==> src/rtl/spi_pkg.sv <==
// ============================================================================
// Module   : spi_pkg
// Brief    : Shared command encodings, frame widths and FSM states for the SPI master.
// Revision : 1.0
// ============================================================================
`default_nettype none

package spi_pkg;

   localparam logic [1:0] CMD_WR_ADDR = 2'b00;
   localparam logic [1:0] CMD_WR_DATA = 2'b01;
   localparam logic [1:0] CMD_RD_ADDR = 2'b10;
   localparam logic [1:0] CMD_RD_DATA = 2'b11;

   localparam int FRAME_W = 10;
   localparam int DATA_W  = 8;

   typedef enum logic [2:0] {
      S_IDLE  = 3'd0,
      S_SHIFT = 3'd1,
      S_TURN  = 3'd2,
      S_READ  = 3'd3,
      S_GAP   = 3'd4
   } state_t;

   function automatic int max3(input int a, input int b, input int c);
      int m;
      m = (a > b) ? a : b;
      return (m > c) ? m : c;
   endfunction

endpackage

`default_nettype wire

==> src/rtl/spi_shift_reg.sv <==
// ============================================================================
// Module   : spi_shift_reg
// Brief    : Parallel-load, MSB-first shift register; load has priority over shift.
// Revision : 1.0
// ============================================================================
`default_nettype none

module spi_shift_reg #(
   parameter int W = 8
) (
   input  logic         clk,
   input  logic         rst,
   input  logic         i_load,
   input  logic [W-1:0] i_load_data,
   input  logic         i_shift,
   input  logic         i_sin,
   output logic [W-1:0] o_q
);

   logic [W-1:0] r_q;

   always_ff @(posedge clk or posedge rst) begin
      if (rst) begin
         r_q <= '0;
      end else if (i_load) begin
         r_q <= i_load_data;
      end else if (i_shift) begin
         r_q <= {r_q[W-2:0], i_sin};
      end
   end

   assign o_q = r_q;

endmodule

`default_nettype wire

==> src/rtl/spi_master_ctrl.sv <==
// ============================================================================
// Module   : spi_master_ctrl
// Brief    : SPI master issuing 10-bit command frames, with an 8-bit read-back for read-data.
// Revision : 1.0
// ============================================================================
`default_nettype none

module spi_master_ctrl
   import spi_pkg::*;
#(
   parameter int RD_TURN = 3,
   parameter int GAP     = 1
) (
   input  logic              clk,
   input  logic              rst,
   input  logic              req_valid,
   output logic              req_ready,
   input  logic [1:0]        req_cmd,
   input  logic [7:0]        req_payload,
   output logic              rd_valid,
   output logic [DATA_W-1:0] rd_data,
   output logic              busy,
   output logic              SS_n,
   output logic              MOSI,
   input  logic              MISO
);

   localparam int GAP_LEN = (GAP < 1) ? 1 : GAP;
   localparam int CNT_MAX = max3(FRAME_W - 1, RD_TURN, GAP_LEN);
   localparam int CNT_W   = $clog2(CNT_MAX + 1);

   localparam logic [CNT_W-1:0] c_FRAME_LD = CNT_W'(FRAME_W - 1);
   localparam logic [CNT_W-1:0] c_READ_LD  = CNT_W'(DATA_W - 1);
   localparam logic [CNT_W-1:0] c_TURN_LD  = CNT_W'((RD_TURN > 0) ? RD_TURN - 1 : 0);
   localparam logic [CNT_W-1:0] c_GAP_LD   = CNT_W'(GAP_LEN - 1);

   state_t              r_state;
   state_t              w_state_nxt;
   logic [CNT_W-1:0]    r_cnt;
   logic [CNT_W-1:0]    w_cnt_nxt;
   logic                r_is_rd;
   logic [DATA_W-1:0]   r_rd_data;
   logic                r_rd_valid;
   logic                w_accept;
   logic [FRAME_W-1:0]  w_tx_q;
   logic [DATA_W-1:0]   w_rx_q;
   logic                w_unused;

   assign w_accept = req_valid && (r_state == S_IDLE);

   spi_shift_reg #(.W(FRAME_W)) u_tx (
      .clk         (clk),
      .rst         (rst),
      .i_load      (w_accept),
      .i_load_data ({req_cmd, req_payload}),
      .i_shift     (r_state == S_SHIFT),
      .i_sin       (1'b0),
      .o_q         (w_tx_q)
   );

   spi_shift_reg #(.W(DATA_W)) u_rx (
      .clk         (clk),
      .rst         (rst),
      .i_load      (w_accept),
      .i_load_data ('0),
      .i_shift     (r_state == S_READ),
      .i_sin       (MISO),
      .o_q         (w_rx_q)
   );

   // Only the MSB of tx and the low bits of rx feed the outputs.
   assign w_unused = ^{w_tx_q[FRAME_W-2:0], w_rx_q[DATA_W-1]};

   always_ff @(posedge clk or posedge rst) begin
      if (rst) begin
         r_state <= S_IDLE;
         r_cnt   <= '0;
      end else begin
         r_state <= w_state_nxt;
         r_cnt   <= w_cnt_nxt;
      end
   end

   always_comb begin
      w_state_nxt = r_state;
      w_cnt_nxt   = r_cnt;
      SS_n        = 1'b0;
      MOSI        = 1'b0;
      busy        = 1'b1;
      req_ready   = 1'b0;
      case (r_state)
         S_IDLE: begin
            SS_n      = 1'b1;
            busy      = 1'b0;
            req_ready = 1'b1;
            if (req_valid) begin
               w_state_nxt = S_SHIFT;
               w_cnt_nxt   = c_FRAME_LD;
            end
         end
         S_SHIFT: begin
            MOSI = w_tx_q[FRAME_W-1];
            if (r_cnt == '0) begin
               if (!r_is_rd) begin
                  w_state_nxt = S_GAP;
                  w_cnt_nxt   = c_GAP_LD;
               end else if (RD_TURN == 0) begin
                  w_state_nxt = S_READ;
                  w_cnt_nxt   = c_READ_LD;
               end else begin
                  w_state_nxt = S_TURN;
                  w_cnt_nxt   = c_TURN_LD;
               end
            end else begin
               w_cnt_nxt = r_cnt - 1'b1;
            end
         end
         S_TURN: begin
            if (r_cnt == '0) begin
               w_state_nxt = S_READ;
               w_cnt_nxt   = c_READ_LD;
            end else begin
               w_cnt_nxt = r_cnt - 1'b1;
            end
         end
         S_READ: begin
            if (r_cnt == '0) begin
               w_state_nxt = S_GAP;
               w_cnt_nxt   = c_GAP_LD;
            end else begin
               w_cnt_nxt = r_cnt - 1'b1;
            end
         end
         S_GAP: begin
            SS_n = 1'b1;
            if (r_cnt == '0) begin
               w_state_nxt = S_IDLE;
            end else begin
               w_cnt_nxt = r_cnt - 1'b1;
            end
         end
         default: begin
            w_state_nxt = S_IDLE;
            w_cnt_nxt   = '0;
         end
      endcase
   end

   // The last MISO bit is merged directly so rd_data is ready in the first GAP cycle.
   always_ff @(posedge clk or posedge rst) begin
      if (rst) begin
         r_is_rd    <= 1'b0;
         r_rd_data  <= '0;
         r_rd_valid <= 1'b0;
      end else begin
         r_rd_valid <= 1'b0;
         if (w_accept) begin
            r_is_rd <= (req_cmd == CMD_RD_DATA);
         end
         if ((r_state == S_READ) && (r_cnt == '0)) begin
            r_rd_data  <= {w_rx_q[DATA_W-2:0], MISO};
            r_rd_valid <= 1'b1;
         end
      end
   end

   assign rd_data  = r_rd_data;
   assign rd_valid = r_rd_valid;

endmodule

`default_nettype wire

==> config.mk <==
export PLATFORM = sky130hd
export DESIGN_NAME = spi_master_ctrl
export DESIGN_NICKNAME = d
export VERILOG_FILES = /design/src/rtl/spi_pkg.sv /design/src/rtl/spi_shift_reg.sv /design/src/rtl/spi_master_ctrl.sv
export SDC_FILE = /design/constraint.sdc
export NUM_CORES = 1
export LEC_CHECK = 0
export BUFFER_PORTS_ARGS = -buffer_cell sky130_fd_sc_hd__buf_4
export CAP_MARGIN = 20
export CORE_UTILIZATION = 50
export DETAILED_ROUTE_END_ITERATION = 6
export HOLD_SLACK_MARGIN = 0.05
export PLACE_DENSITY = 0.72
export SKIP_LAST_GASP = 1
export SLEW_MARGIN = 30
export SYNTH_ARGS = -nofsm -noshare
export SYNTH_HDL_FRONTEND = slang
export SYNTH_HIERARCHICAL = 1
export SYNTH_SLANG_ARGS = --single-unit
==> constraint.sdc <==
create_clock -name clk -period 2.9 [get_ports clk]
set_input_delay 0.87 -clock clk [delete_from_list [all_inputs] [get_ports clk]]
set_output_delay 0.87 -clock clk [all_outputs]
set_load 0.01 [all_outputs]
==> run summary <==
======================================================================================
Met3 track demand over resource                                                  6.82%
Chip Width                                                                     60.5 um
Crit path to                                                                 req_ready
Sum of routed wire length over all layers                                      3150 um
Post-placement cell count                                                          238
Achievable clock frequency                                                   0.411 GHz
Endpoint required time on the critical path                                    2.03 ns
Summed negative setup slack over all endpoints                                    0 ns
Fill cells                                                                         283
Most common library cell in the layout ignoring fill and taps             sky130_fd_sc_hd__dfrtp_1
CTS tree                                                                         built
Largest net degree at the start of global routing                                   35
Total inserted antenna cells                                                         0
Final number of max-transition violations                                            0
Final RePlAce weighted congestion                                                0.860
Number of antenna violations at the first check in global routing                    0
Clock Pin Slew Worst Setup and Hold Paths                                      0.11 ns
Worst EP arrival                                                               1.56 ns
Gate family responsible for the most delay along the worst path             flip-flops
Post-Syn Area                                                                 1710 um2
Bufs and invs on worst path                                                          2
CTS H-tree lvls                                                                      2
Synthesis Warnings                                                                   6
Lkg Pwr                                                                       0.980 nW
Hold-fix buffers at CTS                                                              0
Type of the worst min-delay path                                           in -> async
Number of buffers added for setup after CTS                                          0
Detailed-router iteration count before antenna repair                                4
Clock root cell                                                           sky130_fd_sc_hd__clkbuf_4
Max Cap Viol                                                                         0
Hold violation total from the final report                                           0
Post-layout minimum cycle time                                                 2.43 ns
Layout cells sized above 1                                                       20.8%
Die height                                                                     60.5 um
DP Wirelength                                                                  2310 um
Power density over cell area                                                993 nW/um2
Period Utilization, post-route                                                   83.9%
Net switching power                                                         0.000766 W
Launching point of the worst reg2reg path                                     r_cnt[0]
CP startpoint                                                               r_state[1]
GR Layer Usage met2                                                              33.1%
Sum of internal, switching and leakage power                                 0.00200 W
PortBufs                                                                            26
Setup crit start kind                                                             flop
Peak supply drop                                                            0.000432 V
R2r worst-path depth                                                                 6
First-pass GRT wire length                                                     5310 um
Clk buf depth                                                                        2
Clk_skew                                                                    0.00977 ns
Initial cell density of the core                                                 54.3%
Gates resized, CTS repair                                                            0
Total DRC errors in the routed layout                                                0
Slew margin rel.                                                                 57.3%
Antenna Violating Nets Remaining                                                     0
Total number of nets in the final design                                           216
Critical R2R Capture                                                        rd_data[6]
Critical-path maximum fanout                                                        14
Gr busiest metal                                                                  met2
Cell-by-cell trace of the critical path                                   or3_1 -> inv_1 -> buf_4
WP depth                                                                             3
Int Power                                                                    0.00123 W
Vias in the first global route                                                    1215
Synthesized netlist cell count                                                     168
Placement row count                                                                 20
Number of vias in the routed layout                                               1278
Sequential share of power                                                        41.5%
Area Growth Syn to Fin                                                           17.6%
Unrepaired setup endpoints after global routing                                  false
Per-instance average area after synthesis                                     10.2 um2
Library cell contributing the largest single delay on the critical path   sky130_fd_sc_hd__dfrtp_1
Mean number of vias per cell                                                      5.20
Least-Margin Pin Slew                                                         0.640 ns
Area of the core                                                              3150 um2
Overall die area                                                              3660 um2
Clk Latency, worst-skew pair                                                   0.34 ns
Clock Sinks                                                                         34
Setup CP Type                                                               reg -> out
Clock power frac                                                                 14.2%
Number of buffers created by CTS                                                     5
Number of ports placed on the die boundary                                          27
Routed length per placed instance                                              12.8 um
GR Util All Layers                                                               20.2%
DRC violation total after the first TritonRoute iteration                           45
Non-filler cells in the finished layout                                            246
Status                                                                    finished clean
Most frequent cells in the layout                                         34 x sky130_fd_sc_hd__dfrtp_1, 30 x sky130_fd_sc_hd__buf_4, 24 x sky130_fd_sc_hd__nand2_1, 17 x sky130_fd_sc_hd__o21ai_1, 17 x sky130_fd_sc_hd__mux2i_1
Switch share                                                                     38.3%
Max stage delay on crit path                                                   0.54 ns
Setup-failing EPs final                                                              0
Sort of element at the end of the critical path                             output pin
Combinational fraction of design power                                           44.3%
GRT overflow                                                                         0
Worst R2R Setup Slack                                                          0.93 ns
Met1 track demand over resource                                                  24.7%
======================================================================================
==> power groups by stage <==
stage / Combinational [W] / Clock [W] / Sequential [W]
after floorplan: 0.000677 / 0 / 0.000797
after global placement: 0.000871 / 0 / 0.000822
after detailed placement: 0.000889 / 0 / 0.000841
after CTS: 0.000894 / 0.000294 / 0.000831
after global routing: 0.000997 / 0.000311 / 0.000858
final: 0.000886 / 0.000283 / 0.000830
==> metal layers <==
layer / vias to the layer above / part of all wire (%) / routed length (um)
met5: - / 0 / 0
met2: 39 / 48 / 1520
li1: 640 / - / -
met1: 592 / 44 / 1400
met4: 0 / 1.5 / 48
met3: 7 / 5.8 / 183
==> worst min path at each step <==
stage               slack [ns]   startpoint  depth (start not counted)          end
global placement          0.47   rd_data[2]                          1   rd_data[2]
CTS                       0.46          rst                          2  u_rx/o_q[4]
detailed placement        0.49   rd_data[4]                          1   rd_data[4]
global route              0.47          rst                          2  u_rx/o_q[2]
floorplan                 0.46  u_rx/o_q[6]                          1   rd_data[7]
finish                    0.46          rst                          2  u_rx/o_q[4]
==> metrics by stage <==
stage	worst slack, ns	hold slack, ns	area, um2	utilization, %
detailed placement	0.859	0.487	1950	61.8
global placement	0.878	0.468	1950	61.8
floorplan	0.928	0.464	1740	-
CTS	0.457	0.458	2010	63.8
finish	0.468	0.461	2010	63.8
global route	0.363	0.467	2010	63.8
==> worst register-to-register path, stage by stage (launching register included) <==
cell and delay [ns]:
sky130_fd_sc_hd__dfrtp_1 0.44, sky130_fd_sc_hd__inv_1 0.08, sky130_fd_sc_hd__ha_1 0.19, sky130_fd_sc_hd__nor3b_2 0.18
sky130_fd_sc_hd__buf_4 0.17, sky130_fd_sc_hd__and3_1 0.41, sky130_fd_sc_hd__mux2_1 0.38
==> flip-flops by register name, summed over array words and instances, names as in the netlist <==
register and flops:
rd_data 8, u_tx/o_q 10, r_is_rd 1, r_cnt 4, rd_valid 1, u_rx/o_q 7
r_state 3
==> final cells by class <==
class,count,area (um2),area share (%)
timing repair buffer,30,225,11.2
multi-input combinational,120,781,38.8
clock inverter,2,12.5,0.622
tap,44,55.1,2.73
sequential,34,851,42.3
clock buffer,6,51.3,2.55
inverter,10,37.5,1.86
Note: power is estimated with default switching activity, not from simulation.
